[src/rtl/rename_pkg.sv]
// Shared types and sizing for the rename stage: register file sizes, tag widths,
// the renamed-lane record and a saturating counter helper.
package rename_pkg;

    localparam int ARCH_REGS = 32;
    localparam int PHYS_REGS = 64;
    localparam int AW        = $clog2(ARCH_REGS);
    localparam int PW        = $clog2(PHYS_REGS);
    localparam int FL_DEPTH  = PHYS_REGS - ARCH_REGS;

    typedef logic [AW-1:0] arch_t;
    typedef logic [PW-1:0] phys_t;

    typedef struct packed {
        phys_t       ps1;
        phys_t       ps2;
        phys_t       pd;
        phys_t       old_pd;
        logic [31:0] instr;
    } renamed_lane_t;

    function automatic logic [31:0] sat_inc32(input logic [31:0] v);
        return (v == '1) ? v : v + 32'd1;
    endfunction

endpackage

[src/rtl/rename_stage_nw_if.sv]
// Decode-side, dispatch-side and retire-side signals of the rename stage.
// master = the surrounding pipeline, slave = rename_stage_nw.
interface rename_stage_nw_if
    import rename_pkg::*;
#(
    parameter int LANES     = 2,
    parameter int RET_LANES = 2
) ();

    logic                    in_valid;
    logic                    in_ready;
    logic [LANES-1:0]        in_has_rd;
    logic [LANES*AW-1:0]     in_rs1;
    logic [LANES*AW-1:0]     in_rs2;
    logic [LANES*AW-1:0]     in_rd;
    logic [LANES*32-1:0]     in_instr;
    logic [31:0]             in_pc;

    logic                    out_valid;
    logic                    out_ready;
    logic [LANES*PW-1:0]     out_ps1;
    logic [LANES*PW-1:0]     out_ps2;
    logic [LANES*PW-1:0]     out_pd;
    logic [LANES*PW-1:0]     out_old_pd;
    logic [LANES*32-1:0]     out_instr;
    logic [31:0]             out_pc;

    logic [RET_LANES-1:0]    ret_valid;
    logic [RET_LANES*PW-1:0] ret_tag;
    logic [PW:0]             fl_count;

    modport master (
        output in_valid, in_has_rd, in_rs1, in_rs2, in_rd, in_instr, in_pc,
        output out_ready, ret_valid, ret_tag,
        input  in_ready, out_valid, out_ps1, out_ps2, out_pd, out_old_pd,
        input  out_instr, out_pc, fl_count
    );

    modport slave (
        input  in_valid, in_has_rd, in_rs1, in_rs2, in_rd, in_instr, in_pc,
        input  out_ready, ret_valid, ret_tag,
        output in_ready, out_valid, out_ps1, out_ps2, out_pd, out_old_pd,
        output out_instr, out_pc, fl_count
    );

endinterface

[src/rtl/rename_free_list.sv]
// Circular free list of physical tags: up to LANES pops from head and
// RET_LANES compacted pushes at tail per cycle; pushes are visible next cycle.
module rename_free_list
    import rename_pkg::*;
#(
    parameter int LANES     = 2,
    parameter int RET_LANES = 2
) (
    input  logic                         clk,
    input  logic                         rst_n,
    input  logic [$clog2(LANES+1)-1:0]   pop_cnt,
    output phys_t                        pop_tag [LANES],
    input  logic [RET_LANES-1:0]         push_valid,
    input  phys_t                        push_tag [RET_LANES],
    output logic [PW:0]                  count
);

    localparam int FW = (FL_DEPTH > 1) ? $clog2(FL_DEPTH) : 1;
    typedef logic [FW-1:0] ptr_t;

    phys_t       mem_q [FL_DEPTH];
    phys_t       mem_d [FL_DEPTH];
    ptr_t        head_q, head_d;
    ptr_t        tail_q, tail_d;
    logic [PW:0] count_q, count_d;
    int          n_push;
    logic        overflow;

    function automatic ptr_t ptr_add(input ptr_t p, input int n);
        int s;
        s = int'(p) + n;
        if (s >= FL_DEPTH) s = s - FL_DEPTH;
        return ptr_t'(s);
    endfunction

    always_comb begin
        for (int k = 0; k < LANES; k++) begin
            pop_tag[k] = mem_q[ptr_add(head_q, k)];
        end
    end

    // Tag 0 is never returned; pushes beyond capacity are dropped and flagged.
    always_comb begin
        mem_d    = mem_q;
        n_push   = 0;
        overflow = 1'b0;
        for (int i = 0; i < RET_LANES; i++) begin
            if (push_valid[i] && push_tag[i] != '0) begin
                if (int'(count_q) + n_push < FL_DEPTH) begin
                    mem_d[ptr_add(tail_q, n_push)] = push_tag[i];
                    n_push = n_push + 1;
                end else begin
                    overflow = 1'b1;
                end
            end
        end
        head_d  = ptr_add(head_q, int'(pop_cnt));
        tail_d  = ptr_add(tail_q, n_push);
        count_d = count_q - (PW+1)'(pop_cnt) + (PW+1)'(n_push);
    end

    always_ff @(posedge clk or negedge rst_n) begin
        if (!rst_n) begin
            for (int i = 0; i < FL_DEPTH; i++) begin
                mem_q[i] <= PW'(ARCH_REGS + i);
            end
            head_q  <= '0;
            tail_q  <= '0;
            count_q <= (PW+1)'(FL_DEPTH);
        end else begin
            mem_q   <= mem_d;
            head_q  <= head_d;
            tail_q  <= tail_d;
            count_q <= count_d;
        end
    end

    assign count = count_q;

    assert property (@(posedge clk) disable iff (!rst_n) !overflow)
        else $error("rename_free_list: retire push beyond capacity dropped");

endmodule

[src/rtl/rename_stage_nw.sv]
// Registered N-lane rename stage: RAT lookup with intra-group bypass, free-list
// allocation, valid/ready output register. Optional stall counters: RENAME_STALL_CNT_EN.
module rename_stage_nw
    import rename_pkg::*;
#(
    parameter int LANES     = 2,
    parameter int RET_LANES = 2
) (
    input  logic               clk,
    input  logic               rst_n,
    rename_stage_nw_if.slave   bus
`ifdef RENAME_STALL_CNT_EN
    ,
    output logic [31:0]        stall_free_cnt,
    output logic [31:0]        stall_bp_cnt
`endif
);

    localparam int CW = $clog2(LANES+1);

    arch_t            rs1 [LANES];
    arch_t            rs2 [LANES];
    arch_t            rd  [LANES];
    logic [LANES-1:0] is_real;

    phys_t            rat_q [ARCH_REGS];
    phys_t            rat_d [ARCH_REGS];
    renamed_lane_t    lane_q [LANES];
    renamed_lane_t    lane_d [LANES];
    logic [31:0]      pc_q, pc_d;
    logic             out_valid_q, out_valid_d;

    phys_t            pop_tag  [LANES];
    phys_t            push_tag [RET_LANES];
    phys_t            pd   [LANES];
    phys_t            ps1  [LANES];
    phys_t            ps2  [LANES];
    phys_t            old  [LANES];
    logic [CW-1:0]    pop_cnt;
    logic [PW:0]      fl_count;
    logic             in_ready;
    logic             accept;

    always_comb begin
        is_real = '0;
        for (int k = 0; k < LANES; k++) begin
            rs1[k]     = bus.in_rs1[k*AW +: AW];
            rs2[k]     = bus.in_rs2[k*AW +: AW];
            rd[k]      = bus.in_rd[k*AW +: AW];
            is_real[k] = bus.in_has_rd[k] && (bus.in_rd[k*AW +: AW] != '0);
        end
        for (int r = 0; r < RET_LANES; r++) begin
            push_tag[r] = bus.ret_tag[r*PW +: PW];
        end
    end

    // Readiness ignores has_rd so it never depends on the group being offered.
    assign in_ready = (!out_valid_q || bus.out_ready) && (fl_count >= (PW+1)'(LANES));
    assign accept   = bus.in_valid && in_ready;
    assign pop_cnt  = accept ? CW'($countones(is_real)) : '0;

    always_comb begin
        int n_alloc;
        n_alloc = 0;
        for (int k = 0; k < LANES; k++) begin
            pd[k] = '0;
            if (is_real[k]) begin
                pd[k]   = pop_tag[n_alloc];
                n_alloc = n_alloc + 1;
            end
        end
    end

    // Later lanes see the newest in-group producer; ascending j lets the highest win.
    always_comb begin
        for (int k = 0; k < LANES; k++) begin
            ps1[k] = (rs1[k] == '0) ? '0 : rat_q[rs1[k]];
            ps2[k] = (rs2[k] == '0) ? '0 : rat_q[rs2[k]];
            old[k] = rat_q[rd[k]];
            for (int j = 0; j < k; j++) begin
                if (is_real[j]) begin
                    if (rd[j] == rs1[k]) ps1[k] = pd[j];
                    if (rd[j] == rs2[k]) ps2[k] = pd[j];
                    if (rd[j] == rd[k])  old[k] = pd[j];
                end
            end
            if (!is_real[k]) old[k] = '0;
        end
    end

    always_comb begin
        rat_d       = rat_q;
        lane_d      = lane_q;
        pc_d        = pc_q;
        out_valid_d = out_valid_q;
        if (accept) begin
            out_valid_d = 1'b1;
            pc_d        = bus.in_pc;
            for (int k = 0; k < LANES; k++) begin
                lane_d[k].ps1    = ps1[k];
                lane_d[k].ps2    = ps2[k];
                lane_d[k].pd     = pd[k];
                lane_d[k].old_pd = old[k];
                lane_d[k].instr  = bus.in_instr[k*32 +: 32];
                if (is_real[k]) rat_d[rd[k]] = pd[k];
            end
        end else if (bus.out_ready) begin
            out_valid_d = 1'b0;
        end
    end

    always_ff @(posedge clk or negedge rst_n) begin
        if (!rst_n) begin
            for (int i = 0; i < ARCH_REGS; i++) begin
                rat_q[i] <= PW'(i);
            end
            for (int k = 0; k < LANES; k++) begin
                lane_q[k] <= '0;
            end
            pc_q        <= '0;
            out_valid_q <= 1'b0;
        end else begin
            rat_q       <= rat_d;
            lane_q      <= lane_d;
            pc_q        <= pc_d;
            out_valid_q <= out_valid_d;
        end
    end

    rename_free_list #(
        .LANES     (LANES),
        .RET_LANES (RET_LANES)
    ) u_free_list (
        .clk        (clk),
        .rst_n      (rst_n),
        .pop_cnt    (pop_cnt),
        .pop_tag    (pop_tag),
        .push_valid (bus.ret_valid),
        .push_tag   (push_tag),
        .count      (fl_count)
    );

    always_comb begin
        for (int k = 0; k < LANES; k++) begin
            bus.out_ps1[k*PW +: PW]    = lane_q[k].ps1;
            bus.out_ps2[k*PW +: PW]    = lane_q[k].ps2;
            bus.out_pd[k*PW +: PW]     = lane_q[k].pd;
            bus.out_old_pd[k*PW +: PW] = lane_q[k].old_pd;
            bus.out_instr[k*32 +: 32]  = lane_q[k].instr;
        end
    end

    assign bus.out_valid = out_valid_q;
    assign bus.out_pc    = pc_q;
    assign bus.in_ready  = in_ready;
    assign bus.fl_count  = fl_count;

`ifdef RENAME_STALL_CNT_EN
    logic [31:0] stall_free_cnt_q, stall_free_cnt_d;
    logic [31:0] stall_bp_cnt_q, stall_bp_cnt_d;

    always_comb begin
        stall_free_cnt_d = stall_free_cnt_q;
        stall_bp_cnt_d   = stall_bp_cnt_q;
        if (bus.in_valid && fl_count < (PW+1)'(LANES)) stall_free_cnt_d = sat_inc32(stall_free_cnt_q);
        if (bus.in_valid && out_valid_q && !bus.out_ready) stall_bp_cnt_d = sat_inc32(stall_bp_cnt_q);
    end

    always_ff @(posedge clk or negedge rst_n) begin
        if (!rst_n) begin
            stall_free_cnt_q <= '0;
            stall_bp_cnt_q   <= '0;
        end else begin
            stall_free_cnt_q <= stall_free_cnt_d;
            stall_bp_cnt_q   <= stall_bp_cnt_d;
        end
    end

    assign stall_free_cnt = stall_free_cnt_q;
    assign stall_bp_cnt   = stall_bp_cnt_q;
`endif

endmodule
[src/flat_wrapper.sv]
// flat-port wrapper written by rule: the top's interface ports become plain ports
module rename_stage_nw_flat import rename_pkg::*;
#(
    parameter int LANES     = 2,
    parameter int RET_LANES = 2
)
  (clk, rst_n, bus_in_valid, bus_in_has_rd, bus_in_rs1, bus_in_rs2, bus_in_rd, bus_in_instr, bus_in_pc, bus_out_ready, bus_ret_valid, bus_ret_tag, bus_in_ready, bus_out_valid, bus_out_ps1, bus_out_ps2, bus_out_pd, bus_out_old_pd, bus_out_instr, bus_out_pc, bus_fl_count);
  rename_stage_nw_if #(.LANES(LANES), .RET_LANES(RET_LANES)) bus_i ();
  input  logic clk;
  input  logic rst_n;
  input wire logic [$bits(bus_i.in_valid)-1:0] bus_in_valid;
  input wire logic [$bits(bus_i.in_has_rd)-1:0] bus_in_has_rd;
  input wire logic [$bits(bus_i.in_rs1)-1:0] bus_in_rs1;
  input wire logic [$bits(bus_i.in_rs2)-1:0] bus_in_rs2;
  input wire logic [$bits(bus_i.in_rd)-1:0] bus_in_rd;
  input wire logic [$bits(bus_i.in_instr)-1:0] bus_in_instr;
  input wire logic [$bits(bus_i.in_pc)-1:0] bus_in_pc;
  input wire logic [$bits(bus_i.out_ready)-1:0] bus_out_ready;
  input wire logic [$bits(bus_i.ret_valid)-1:0] bus_ret_valid;
  input wire logic [$bits(bus_i.ret_tag)-1:0] bus_ret_tag;
  output wire logic [$bits(bus_i.in_ready)-1:0] bus_in_ready;
  output wire logic [$bits(bus_i.out_valid)-1:0] bus_out_valid;
  output wire logic [$bits(bus_i.out_ps1)-1:0] bus_out_ps1;
  output wire logic [$bits(bus_i.out_ps2)-1:0] bus_out_ps2;
  output wire logic [$bits(bus_i.out_pd)-1:0] bus_out_pd;
  output wire logic [$bits(bus_i.out_old_pd)-1:0] bus_out_old_pd;
  output wire logic [$bits(bus_i.out_instr)-1:0] bus_out_instr;
  output wire logic [$bits(bus_i.out_pc)-1:0] bus_out_pc;
  output wire logic [$bits(bus_i.fl_count)-1:0] bus_fl_count;
  assign bus_i.in_valid = bus_in_valid;
  assign bus_i.in_has_rd = bus_in_has_rd;
  assign bus_i.in_rs1 = bus_in_rs1;
  assign bus_i.in_rs2 = bus_in_rs2;
  assign bus_i.in_rd = bus_in_rd;
  assign bus_i.in_instr = bus_in_instr;
  assign bus_i.in_pc = bus_in_pc;
  assign bus_i.out_ready = bus_out_ready;
  assign bus_i.ret_valid = bus_ret_valid;
  assign bus_i.ret_tag = bus_ret_tag;
  assign bus_in_ready = bus_i.in_ready;
  assign bus_out_valid = bus_i.out_valid;
  assign bus_out_ps1 = bus_i.out_ps1;
  assign bus_out_ps2 = bus_i.out_ps2;
  assign bus_out_pd = bus_i.out_pd;
  assign bus_out_old_pd = bus_i.out_old_pd;
  assign bus_out_instr = bus_i.out_instr;
  assign bus_out_pc = bus_i.out_pc;
  assign bus_fl_count = bus_i.fl_count;
  rename_stage_nw #(.LANES(LANES), .RET_LANES(RET_LANES)) u_core (.clk(clk), .rst_n(rst_n), .bus(bus_i));
endmodule
[config.mk]
export PLATFORM = sky130hd
export DESIGN_NAME = rename_stage_nw_flat
export DESIGN_NICKNAME = d
export VERILOG_FILES = /design/src/rtl/rename_pkg.sv /design/src/rtl/rename_stage_nw_if.sv /design/src/rtl/rename_free_list.sv /design/src/rtl/rename_stage_nw.sv /design/src/flat_wrapper.sv
export SDC_FILE = /design/constraint.sdc
export NUM_CORES = 2
export LEC_CHECK = 0
export CORE_MARGIN = 3
export CORE_UTILIZATION = 63
export CTS_CLUSTER_SIZE = 16
export DETAILED_ROUTE_END_ITERATION = 6
export PLACE_DENSITY = 0.85
export SLEW_MARGIN = 30
export SYNTH_ARGS = -nofsm -noshare
export SYNTH_HDL_FRONTEND = slang
export SYNTH_HIERARCHICAL = 1
export SYNTH_SLANG_ARGS = --single-unit
[constraint.sdc]
create_clock -name clk -period 8.8 [get_ports clk]
set_clock_uncertainty 0.05 [all_clocks]
set_input_delay 0.88 -clock clk [delete_from_list [all_inputs] [get_ports clk]]
set_output_delay 0.88 -clock clk [all_outputs]
set_load 0.05 [all_outputs]
==> run metrics <==
status finished with violations; failing checks design-rule violations; max_slew headroom 0.207; CTS buffer count 59; fin crit share 0.586; CP Class input pin to flop; layout cell share with drive strength beyond 1 0.358; first-pass GRT wire length 216000 microns; area grow syn2layout 14.6%; Synth Area in XOR/XNOR 0.00642; DIE HEIGHT 252 microns; post-route ant nets 0; synthesized net count 3472; synthesized-area fraction occupied by adder cells 0.00898; slew of the pin with the lowest slew margin 1.18 ns; Final Wtd Congestion 1.10; IO Port Bufs 298; flop-to-flop setup slack 3.74 ns; Pint 8.72 mW; dominant cell type by area after synthesis mux4_2; mapped cell area 38200 sq um; die area 63600 sq um; Post-Synth Simple-Gate Area 0.112; Die Wd 252 microns; Min-Delay Path Class input pin to asynchronous set/reset pin; post-CTS setup buffer count 0; Cells after Synth 3301; post-layout net count 3593; final hold violations 0; RSZ-0062 raised after global routing false; setup_tns 0 ns; io pins 299; Filler Cells Inserted 3870; mux cell area share after synthesis 0.376; CTS tree built; Critical Path AT 5.68 ns; PD cells 362 nW/um^2; largest family of logic cells by synthesized area multiplexers; clock latency on the worst-skew pair 0.66 ns; drt pass-1 iters 7; endpoint class of the critical path flop; most frequent cells in the layout mux4_2 (430), nand2_1 (428), mux2_2 (364); initial antenna violation count 13; H-Tree Depth 2; CP Max Fanout 18; Clock Power Share 0.177; Congestion Overflow GR 0; DRC 1; worst endpoint required time 9.32 ns; Min Clock Period, post-route 5.16 ns; Flop pwr share 0.314; Max-Cap Viols 0; Critical Path Start Type input pin; Async SR Flop Fraction 1.00; CTS Hold Bufs 0; post-DP HPWL 99300 microns; clk buf depth 3; CTS root buf clkbuf_16; vias in the first global route 32179; sw power 7.15 mW; drt initial violations 5973; Comb pwr share 0.508; Ys Warns 6; Leak Pwr 17.6 nW; Yosys reg bits 546; CORE AREA 59500 sq um; largest net degree at the start of global routing 223; max-slew violations 0; clk sinks 546; clock slew at reported path FFs 0.06 ns; Top FF cell, synth dfrtp_1; top cell type's share of synthesized area 0.254; sequential share of the synthesized area 0.364; DR WL/cell 34.5 microns; FP Rows 89; vias per cell 7.85; fmax 194 MHz; final WL 147000 microns; Starting Density 0.642; Via Count 33370; Syn Area/Cell 11.6 sq um; top cells by area in the synthesized netlist mux4_2 (25%), dfrtp_1 (23%), dfstp_2 (13%), mux2_2 (11%), nand2_1 (4.2%); commonest non-fill, non-tap cell in the layout mux4_2; post_cts resized 0; complex-gate fraction of the synthesized area 0.0970; final setup fails 0; Sw Share 0.451; Total GRT Usage 0.461; Post-synth EDFFs 0; worst vdd ir 0.292 mV; Cells after DPL 4131; fin cells 4251; Distinct cells, synth 73
==> sequential cells by signal (all words and copies together) (netlist names), 12 cells and up <==
signal / flops
u_core/bus.out_ps2: 12
u_core/bus.out_instr: 64
u_core/rat_q: 192
u_core/bus.out_pc: 32
u_core/bus.out_ps1: 12
u_core/u_free_list/mem_q: 192
u_core/bus.out_old_pd: 12
u_core/bus.out_pd: 12
==> layout make-up <==
class	instances	area, sq um	area share
diodes	5	12.5	0.000286
clock buffers	78	1650	0.0376
clock inverters	34	549	0.0125
inverters	28	105	0.00240
multi-input cells	2419	23000	0.526
flip-flops and latches	546	13900	0.318
well taps	773	967	0.0221
repair buffers	368	3570	0.0815
==> metrics by stage <==
stage | hold slack [ns] | util | setup slack [ns] | power [mW] | cell area [sq um]
after floorplan | 0.442 | - | 4.59 | 9.57 | 38200
after global placement | 0.401 | 0.697 | 3.30 | 12.2 | 41400
after detailed placement | 0.405 | 0.698 | 3.10 | 12.5 | 41500
after CTS | 0.289 | 0.735 | 3.71 | 15.4 | 43700
after global routing | 0.327 | 0.736 | 3.44 | 16.2 | 43800
final | 0.257 | 0.736 | 3.64 | 15.9 | 43800
==> power by group through the flow <==
stage	clock (mW)	combinational (mW)	sequential [mW]
floorplan	0	4.62	4.95
global placement	0	7.47	4.74
detailed placement	0	7.64	4.88
CTS	2.83	7.71	4.85
global route	2.94	8.20	5.03
finish	2.81	8.07	4.99
==> per-layer routing <==
layer | GRT usage | part of all wire
met5 | 0.0105 | 0.0013
met4 | 0.203 | 0.062
met3 | 0.226 | 0.18
met2 | 0.661 | 0.42
met1 | 0.596 | 0.34
==> critical path, cell delays in order <==
cell and delay (ns):
clkdlybuf4s50_1 0.84, nor2_1 0.78, nand2_1 0.26, o21a_1 0.51, ha_1 0.35, and3_1 0.21, fa_1 0.54, fa_1 0.49
nor2b_1 0.14, o21ai_0 0.12, a21boi_0 0.24, o21ai_0 0.11, nand2b_1 0.09, xnor2_1 0.11
==> synthesized netlist by cell type, types with 18 or more instances <==
library cell	count
inv_1	26
nor2b_1	19
mux4_2	430
nor2_1	223
buf_2	62
mux2i_1	50
nand3_1	91
a21oi_1	256
xor2_1	18
nor2_4	28
a22o_1	21
nand2_1	429
nor3_1	41
mux2_2	366
dfrtp_1	353
ha_1	21
clkbuf_1	201
dfstp_2	193
buf_1	38
nand2b_1	22
o22ai_1	196
a22oi_1	30
==> path summary, 6_finish.rpt <==
| check | to | depth (start not counted) | start |
|---|---|---|---|
| worst min register to register | u_core/bus.out_ps1[1] | 2 | u_core/bus.out_ps1[1] |
| worst min-delay path | u_core/u_free_list/count[4] | 1 | rst_n |
| worst max-delay path | u_core/u_free_list/count[6] | 14 | bus_in_rd[7] |
| min in group clk | u_core/bus.out_ps1[1] | 2 | u_core/bus.out_ps1[1] |
| max in group asynchronous | u_core/rat_q[113] | 2 | rst_n |
| worst max register to register | u_core/rat_q[171] | 10 | u_core/u_free_list/head_q[0] |
==> cell families after synthesis <==
kind of cell             Yosys count
AO/OA/AOI/OAI                    591
XOR/XNOR                          28
adder cells (fa/ha/maj)           25
buffers and inverters            336
flip-flops                       546
multiplexers                     850
AND/OR/NAND/NOR                  925
(Power assumes the default switching activity.)
